**src/rtl/game_state_ctl.sv**
```systemverilog
// Game-flow controller that feeds the per-screen VGA selection stage.
// State changes are applied only on a frame boundary (vblnk rising edge),
// so the selected screen never switches mid-frame.
//
// Ports:
//   clk            pixel clock
//   rst            asynchronous reset, active-high
//   vblnk          vertical blank; its rising edge is the frame boundary
//   mouse_left     left mouse button level, already synchronous to clk
//   xpos_mouse     mouse x
//   ypos_mouse     mouse y
//   xpos_player1   player 1 x position
//   xpos_player2   player 2 x position
//   button_pressed level buttons held (bit0 player 1, bit1 player 2)
//   game_state     current state: 0 = START, 1 = LEVEL_1, 2 = FINISH
//   level_start    one-cycle pulse when game_state becomes LEVEL_1
//   hold_cnt       consecutive exit-hold frame count
module game_state_ctl #(
  parameter int unsigned BTN_X0        = 412,
  parameter int unsigned BTN_X1        = 611,
  parameter int unsigned BTN_Y0        = 334,
  parameter int unsigned BTN_Y1        = 433,
  parameter int unsigned EXIT_X        = 900,
  parameter int unsigned HOLD_FRAMES   = 30,
  parameter int unsigned FINISH_FRAMES = 300
) (
  input  logic        clk,
  input  logic        rst,
  input  logic        vblnk,
  input  logic        mouse_left,
  input  logic [11:0] xpos_mouse,
  input  logic [11:0] ypos_mouse,
  input  logic [11:0] xpos_player1,
  input  logic [11:0] xpos_player2,
  input  logic [1:0]  button_pressed,
  output logic [1:0]  game_state,
  output logic        level_start,
  output logic [5:0]  hold_cnt
);

  localparam int unsigned FcW = (FINISH_FRAMES > 1) ? $clog2(FINISH_FRAMES) : 1;

  localparam logic [11:0]    BtnX0    = 12'(BTN_X0);
  localparam logic [11:0]    BtnX1    = 12'(BTN_X1);
  localparam logic [11:0]    BtnY0    = 12'(BTN_Y0);
  localparam logic [11:0]    BtnY1    = 12'(BTN_Y1);
  localparam logic [11:0]    ExitX    = 12'(EXIT_X);
  localparam logic [5:0]     HoldLast = 6'(HOLD_FRAMES - 1);
  localparam logic [FcW-1:0] FcLast   = FcW'(FINISH_FRAMES - 1);

  typedef enum logic [1:0] {
    StStart  = 2'd0,
    StLevel1 = 2'd1,
    StFinish = 2'd2
  } state_e;

  state_e         state_q, state_d;
  logic [5:0]     hold_q, hold_d;
  logic [FcW-1:0] fcnt_q, fcnt_d;
  logic           pend_q, pend_d;
  logic           ls_q, ls_d;
  logic           vblnk_q, mouse_q;

  logic frame_tick, click, in_btn, exit_ok;

  assign frame_tick = vblnk & ~vblnk_q;
  assign click      = mouse_left & ~mouse_q;
  assign in_btn     = (xpos_mouse >= BtnX0) && (xpos_mouse <= BtnX1) &&
                      (ypos_mouse >= BtnY0) && (ypos_mouse <= BtnY1);
  assign exit_ok    = (xpos_player1 >= ExitX) && (xpos_player2 >= ExitX) &&
                      (button_pressed == 2'b11);

  always_ff @(posedge clk or posedge rst) begin
    if (rst) begin
      state_q <= StStart;
      hold_q  <= '0;
      fcnt_q  <= '0;
      pend_q  <= 1'b0;
      ls_q    <= 1'b0;
      vblnk_q <= 1'b0;
      mouse_q <= 1'b0;
    end else begin
      state_q <= state_d;
      hold_q  <= hold_d;
      fcnt_q  <= fcnt_d;
      pend_q  <= pend_d;
      ls_q    <= ls_d;
      vblnk_q <= vblnk;
      mouse_q <= mouse_left;
    end
  end

  always_comb begin
    state_d = state_q;
    hold_d  = hold_q;
    fcnt_d  = fcnt_q;
    pend_d  = pend_q;
    ls_d    = 1'b0;

    // A click only pends; it is acted on at the next frame tick at the earliest.
    if (click) begin
      if ((state_q == StStart && in_btn) || state_q == StFinish) begin
        pend_d = 1'b1;
      end
    end

    if (frame_tick) begin
      case (state_q)
        StStart: begin
          if (pend_q) begin
            state_d = StLevel1;
            hold_d  = '0;
            ls_d    = 1'b1;
          end
        end
        StLevel1: begin
          if (exit_ok) begin
            if (hold_q == HoldLast) begin
              state_d = StFinish;
              hold_d  = '0;
              fcnt_d  = '0;
            end else if (hold_q != 6'h3f) begin
              hold_d = hold_q + 6'd1;
            end
          end else begin
            hold_d = '0;
          end
        end
        StFinish: begin
          if (pend_q || fcnt_q == FcLast) begin
            state_d = StStart;
            fcnt_d  = '0;
          end else begin
            fcnt_d = fcnt_q + 1'b1;
          end
        end
        default: begin
          state_d = StStart;
          hold_d  = '0;
          fcnt_d  = '0;
        end
      endcase
    end

    // Any state change discards a pending click, including one seen this cycle.
    if (state_d != state_q) begin
      pend_d = 1'b0;
    end
  end

  assign game_state  = state_q;
  assign level_start = ls_q;
  assign hold_cnt    = hold_q;

endmodule
```
**config.mk**
```make
export PLATFORM = sky130hd
export DESIGN_NAME = game_state_ctl
export DESIGN_NICKNAME = d
export VERILOG_FILES = /design/src/rtl/game_state_ctl.sv
export SDC_FILE = /design/constraint.sdc
export NUM_CORES = 1
export LEC_CHECK = 0
export ABC_AREA = 1
export BUFFER_PORTS_ARGS = -buffer_cell sky130_fd_sc_hd__buf_2
export CAP_MARGIN = 20
export CORE_MARGIN = 3
export CORE_UTILIZATION = 30
export DETAILED_ROUTE_END_ITERATION = 8
export PLACE_DENSITY = 0.57
export SETUP_SLACK_MARGIN = 0.2
export SKIP_LAST_GASP = 1
export SYNTH_ARGS = -nofsm -noshare
export SYNTH_HDL_FRONTEND = slang
export SYNTH_SLANG_ARGS = --single-unit
```
**constraint.sdc**
```tcl
create_clock -name clk -period 2.4 [get_ports clk]
set_input_delay 0.48 -clock clk [delete_from_list [all_inputs] [get_ports clk]]
set_output_delay 0.48 -clock clk [all_outputs]
set_load 0.01 [all_outputs]
```
==> results of run 1 <==
worst paths after layout:
check	from	end	cells after the start
hold reg to reg	fcnt_q[8]$_DFFE_PP0P_	fcnt_q[8]$_DFFE_PP0P_	2
min in group asynchronous	rst	fcnt_q[1]$_DFFE_PP0P_	2
max in group asynchronous	rst	game_state[0]$_DFF_PP0_	2
setup reg to reg	fcnt_q[0]$_DFFE_PP0P_	pend_q$_DFFE_PP0P_	11
setup / recovery	fcnt_q[0]$_DFFE_PP0P_	pend_q$_DFFE_PP0P_	11
hold / removal	mouse_left	mouse_q$_DFF_PP0_	1
stage by stage:
stage	power (mW)	std cells	utilization [%]	worst slack [ns]	hold WS (ns)
after floorplan	0.686	211	-	0.861	0.457
after global placement	0.792	330	39.8	0.653	0.502
after detailed placement	0.793	330	39.8	0.643	0.519
after CTS	1.03	334	40.8	0.694	0.330
after global routing	1.11	334	40.8	0.493	0.324
final	1.01	334	40.8	0.698	0.337
synth_stat cells (2+ instances only):
master   instances
dfrtp_1         21
o21ai_0          3
nand3_1         17
nor2_1          33
a21oi_1          7
inv_2            4
xor2_1           3
o21ai_2          3
nor3_1           4
or2_2            2
nand4_1          5
inv_1           27
o21ai_1          2
nor2_2           5
nand2_1         55
ha_1             3
sequential cells by signal (all words and copies together), names as in the netlist:
register	flops
fcnt_q	9
game_state	2
hold_cnt	6
level_start	1
mouse_q	1
pend_q	1
vblnk_q	1
cell families after synthesis:
kind of cell	synth area share (%)
DFF	36.0
AOI/OAI and AO/OA	8.92
and+or+nand+nor	41.0
buffers and inverters	9.09
adders and majority gates	2.57
xor gates and xnor gates	2.40
layout make-up:
class	count	area, sq um	share of cell area [%]
clock buffers	4	45.0	2.44
inverters	32	121	6.56
multi-input cells	157	801	43.3
flip-flops and latches	21	526	28.4
well taps	65	81.3	4.40
repair buffers	55	275	14.9
worst max-delay path: stages (launching register included):
cell,delay (ns)
dfrtp_1,0.40
ha_1,0.25
nand4_1,0.10
inv_1,0.04
nand2_1,0.05
nand2_1,0.10
nor2_2,0.24
inv_1,0.11
nand2_1,0.10
nand3_1,0.09
nand3_1,0.08
nor2_1,0.04
metal layers:
| metal | GRT usage [%] | routed length (um) | up-vias |
|---|---|---|---|
| li1 | - | - | 786 |
| met3 | 2.24 | 241 | 4 |
| met4 | 4.85 | 55 | 0 |
| met5 | 0 | 0 | - |
| met1 | 16.0 | 1560 | 589 |
| met2 | 21.0 | 1420 | 50 |
power groups by stage:
stage	clock, mW	sequential (mW)	combinational (mW)
floorplan	0	0.474	0.211
global route	0.263	0.492	0.353
global placement	0	0.487	0.305
finish	0.232	0.479	0.302
CTS	0.243	0.481	0.307
detailed placement	0	0.487	0.305
==> qor.txt, run 1 <==
Yosys reg bits -> 21
# Post-CTS Setup Buffers -> 0
Post-synth top area share -> 36.0%
Worst-Skew Late Latency -> 0.26 ns
Largest net degree at the start of global routing -> 22
Gate power share -> 29.8%
Gr ovfl total -> 0
Setup TNS -> 0 ns
Top cells by area, synth -> dfrtp_1, nand2_1, nor2_1
Post-Synthesis Cells -> 211
Via density per instance -> 4.28
Pwr dens -> 548 nW/um^2
Post-synthesis sequential area ratio -> 36.0%
# IOs -> 63
Diode count -> 0
Final Slew Violations -> 0
DR vias -> 1429
Cell internal pwr -> 0.649 mW
Worst slew pin tran -> 0.792 ns
Nets -> 327
Hold buffer count at cts -> 0
Top_reg_cell synth -> dfrtp_1
Dpl cell area -> 1800 sq um
Root Driver -> clkbuf_8
Hold Violations, Final -> 0
Number of global-route vias before repair -> 1325
Design area -> 1850 sq um
Synth warn -> 0
Critical path class -> flop to flop
Final setup fails -> 0
Tot GR Track Use -> 12.5%
Initial core utilization -> 32.2%
Max-cap violation count -> 0
Iteration-0 DRC Markers -> 40
First-pass GRT wire length -> 5550 um
Sw Share -> 36.0%
RSZ-0062 raised after global routing -> no
Drt drc -> 0
Post-Syn Nets -> 268
Worst path arrival time -> 1.86 ns
Min-delay worst type -> primary input to flop
Post-synth top area cell -> dfrtp_1
Commonest non-fill, non-tap cells in the layout -> nand2_1, buf_2, nor2_1, inv_1, dfrtp_1
Sequential Power Share -> 47.3%
Clock H-tree levels -> 1
Routed Wire Length -> 3270 um
Leakage -> 0.971 nW
Rows -> 24
Mean Syn Cell Area -> 6.91 sq um
Iteration count of the initial detailed-routing pass -> 4
Fillcell total -> 484
RePlAce Congestion -> 0.849
Worst setup EP type -> flop
Netlist cell types -> 33
Die ar. -> 5740 sq um
WL per Instance -> 9.80 um
Total CTS buffers -> 3
Sw Pwr -> 0.365 mW
PostCTS Resize Cnt -> 0
EDFF count, synth -> 0
Max FO, Critical Path -> 6
Synth-to-layout area growth -> 26.8%
Post-DP HPWL -> 2700 um
Worst Path Required -> 2.56 ns
Number of port buffers -> 55
Status -> complete, no violations
Relative slew slack -> 47.1%
Synth Cell Area -> 1460 sq um
Ys async rst share -> 100%
Type of origin of the critical path -> flop
Worst Clk Skew -> 0.00411 ns
Total core area -> 4530 sq um
Initial antenna violation count -> 0
Die Y -> 75.7 um
Clock network power share -> 22.9%
Die Wd -> 75.7 um
Ratio of final minimum period to clock period -> 70.9%
Minimum clock period -> 1.70 ns
Clock Path Buffers -> 2
Max Freq -> 588 MHz
Flop2flop setup slack -> 0.70 ns
Clk slew on worst S/H paths -> 0.08 ns
Proportion of layout cells with a drive suffix above 1 -> 30.1%
Clock Sinks -> 21
Final ANT Viol Nets -> 0
Largest vdd supply drop -> 347 uV
CTS tree -> done
Power figures use the tool's default switching activity.
==> run 2, diff against run 1 <==
- clock period: 2.4 -> 1.7 ns (I/O delays scaled with it)
==> qor.txt, run 2 (same netlist as run 1, synthesis figures left out) <==
Status -> complete, no violations
Cell internal pwr -> 1.01 mW (+55%)
Clock network power share -> 21.4% (-1.5 points)
Post-DP HPWL -> 2730 um (+1.0%)
Min-delay worst type -> primary input to flop
Worst Path Required -> 1.87 ns (-0.69 ns)
Clock Sinks -> 21 (unchanged)
Most common cell after layout, fill and taps aside -> buf_2
Hold Path Cell Cnt -> 1 (unchanged)
Dpl cell area -> 1860 sq um (+3.3%)
Number of global-route vias before repair -> 1402 (+5.8%)
Clk slew on worst S/H paths -> 0.08 ns (about the same)
Critical path class -> flop to flop
Reg-to-reg endpoint -> pend_q$_DFFE_PP0P_
Rows -> 24 (unchanged)
Flop2flop setup slack -> 0.19 ns (-0.51 ns)
Worst path arrival time -> 1.69 ns (-0.17 ns)
Root Driver -> clkbuf_8
Ratio of final minimum period to clock period -> 89.1% (+18 points)
Hold Violations, Final -> 0 (unchanged)
Nets -> 346 (+5.8%)
Total CTS buffers -> 3 (unchanged)
WL per Instance -> 10.5 um (+6.7%)
Worst slew pin tran -> 0.355 ns (-0.438 ns)
Final core occ -> 46.2% (+5.5 points)
Die Y -> 75.7 um (unchanged)
Relative slew slack -> 76.1% (+29 points)
Worst Clk Skew -> 0.00406 ns (-0.0000513 ns)
Worst-Skew Late Latency -> 0.27 ns (about the same)
FF+latch area -> 529 sq um (+0.71%)
# IOs -> 63 (unchanged)
DR vias -> 1548 (+8.3%)
Worst r2r src -> hold_cnt[0]$_DFFE_PP0P_
First-pass GRT wire length -> 5980 um (+7.6%)
Final ANT Viol Nets -> 0 (unchanged)
Gr ovfl total -> 0 (unchanged)
Design area -> 2100 sq um (+13%)
Gate power share -> 36.0% (+6.2 points)
Placed insts -> 335 (+1.5%)
Levels on crit path -> 8 (-3)
Drt drc -> 0 (unchanged)
Initial antenna violation count -> 0 (unchanged)
Max FO, Critical Path -> 8 (+2)
Tot GR Track Use -> 13.5% (+0.91 points)
Max Freq -> 660 MHz (+12%)
Crit path largest cell delay -> 0.45 ns (+0.05 ns)
Routed Wire Length -> 3690 um (+13%)
Max-cap violation count -> 0 (unchanged)
Clock Path Buffers -> 2 (unchanged)
Initial core utilization -> 32.2% (unchanged)
Number of port buffers -> 55 (unchanged)
Sequential Power Share -> 42.6% (-4.7 points)
Crit path capture -> pend_q$_DFFE_PP0P_
Proportion of layout cells with a drive suffix above 1 -> 41.7% (+12 points)
Type of origin of the critical path -> flop
Commonest non-fill, non-tap cells in the layout -> buf_2, nand2_1, nor2_1, inv_1, dfrtp_1
RePlAce Congestion -> 0.775 (-8.7%)
Setup TNS -> 0 ns (unchanged)
Max reg flops -> 9 (unchanged)
Largest net degree at the start of global routing -> 17 (-23%)
Final cell count without fillers -> 353 (+5.7%)
Iteration count of the initial detailed-routing pass -> 4 (unchanged)
Via density per instance -> 4.39 (+2.5%)
CP cell instances -> ha_4 > nand3_2 > nand2_2 > nor3b_4 > buf_6 > nand2_8 > nor2_2 > nor2_1
CTS tree -> done
Sw Pwr -> 0.614 mW (+68%)
Die Wd -> 75.7 um (unchanged)
Final Slew Violations -> 0 (unchanged)
Synth-to-layout area growth -> 43.7%
Sw Share -> 37.8% (+1.9 points)
Pwr dens -> 774 nW/um^2 (+41%)
Minimum clock period -> 1.51 ns (-0.188 ns)
Leakage -> 1.08 nW (+11%)
Register-to-Register Path Depth -> 8 (-3)
Multi-input logic area -> 902 sq um (+13%)
Biggest register -> fcnt_q
Worst setup EP type -> flop
CP max stage cell -> dfrtp_2
RSZ-0062 raised after global routing -> yes
Total power -> 1.62 mW (+60%)
Final setup fails -> 0 (unchanged)
Clock H-tree levels -> 1 (unchanged)
Diode count -> 0 (unchanged)
CP startpoint -> hold_cnt[0]$_DFFE_PP0P_
Buf/Inv on CP -> 1 (-1)
Total core area -> 4530 sq um (unchanged)
Fillcell total -> 452 (-6.6%)
Iteration-0 DRC Markers -> 47 (+18%)
Family with the most delay on the worst path -> simple AND/OR/NAND/NOR gates
Largest vdd supply drop -> 274 uV (-21%)
Die ar. -> 5740 sq um (unchanged)
[run 2: final cells by class]
cell class                      count  area share [%]
Clock buffer                        3            1.97
Clock inverter                      1           0.239
Inverter                           32            5.79
Multi-Input combinational cell    158            43.0
Sequential cell                    21            25.2
Tap cell                           65            3.88
Timing Repair Buffer               73            19.9
[run 2: what timing repair did]
item	4_1_cts	5_1_grt
pin swaps	7	5
gates resized for setup	11	10
setup endpoints to repair	13	16
hold buffers	1	0
buffers inserted	9	3
endpoints found under the hold margin	5	0
cloned	1	0
[run 2: worst reg2reg max path: cells and delay by family, from the launching register on]
kind          cells  cell delay (ns)
flops             1             0.45
fa+ha+maj         1             0.15
buf+inv           1             0.17
simple gates      6             0.66
[run 2: power groups by stage]
| stage | logic [mW] | clock network (mW) | registers (mW) |
|---|---|---|---|
| 2_1_floorplan | 0.304 | 0 | 0.674 |
| 3_3_place_gp | 0.463 | 0 | 0.687 |
| 3_5_place_dp | 0.465 | 0 | 0.687 |
| 4_1_cts | 0.545 | 0.354 | 0.680 |
| 5_1_grt | 0.657 | 0.371 | 0.705 |
| 6_report | 0.585 | 0.347 | 0.691 |
[run 2: metrics by stage]
stage	hold slack [ns]	worst slack, ns
detailed placement	0.260	0.127
floorplan	0.316	0.201
global route	0.187	0.0983
global placement	0.262	0.154
CTS	0.183	0.179
finish	0.185	0.186
[run 2: worst min-delay path by stage]
stage / endpoint / from
after global routing: vblnk_q$_DFF_PP0_ / vblnk
after CTS: vblnk_q$_DFF_PP0_ / vblnk
after detailed placement: fcnt_q[3]$_DFFE_PP0P_ / rst
after global placement: fcnt_q[3]$_DFFE_PP0P_ / rst
final: vblnk_q$_DFF_PP0_ / vblnk
after floorplan: fcnt_q[0]$_DFFE_PP0P_ / rst
[run 2: routing by layer]
metal / up-vias / share of wire [%] / track usage [%]
met5: - / 0 / 0
met4: 0 / 1.5 / 4.66
met3: 5 / 4.0 / 1.85
met2: 35 / 48 / 23.3
met1: 681 / 47 / 17.1
li1: 827 / - / -
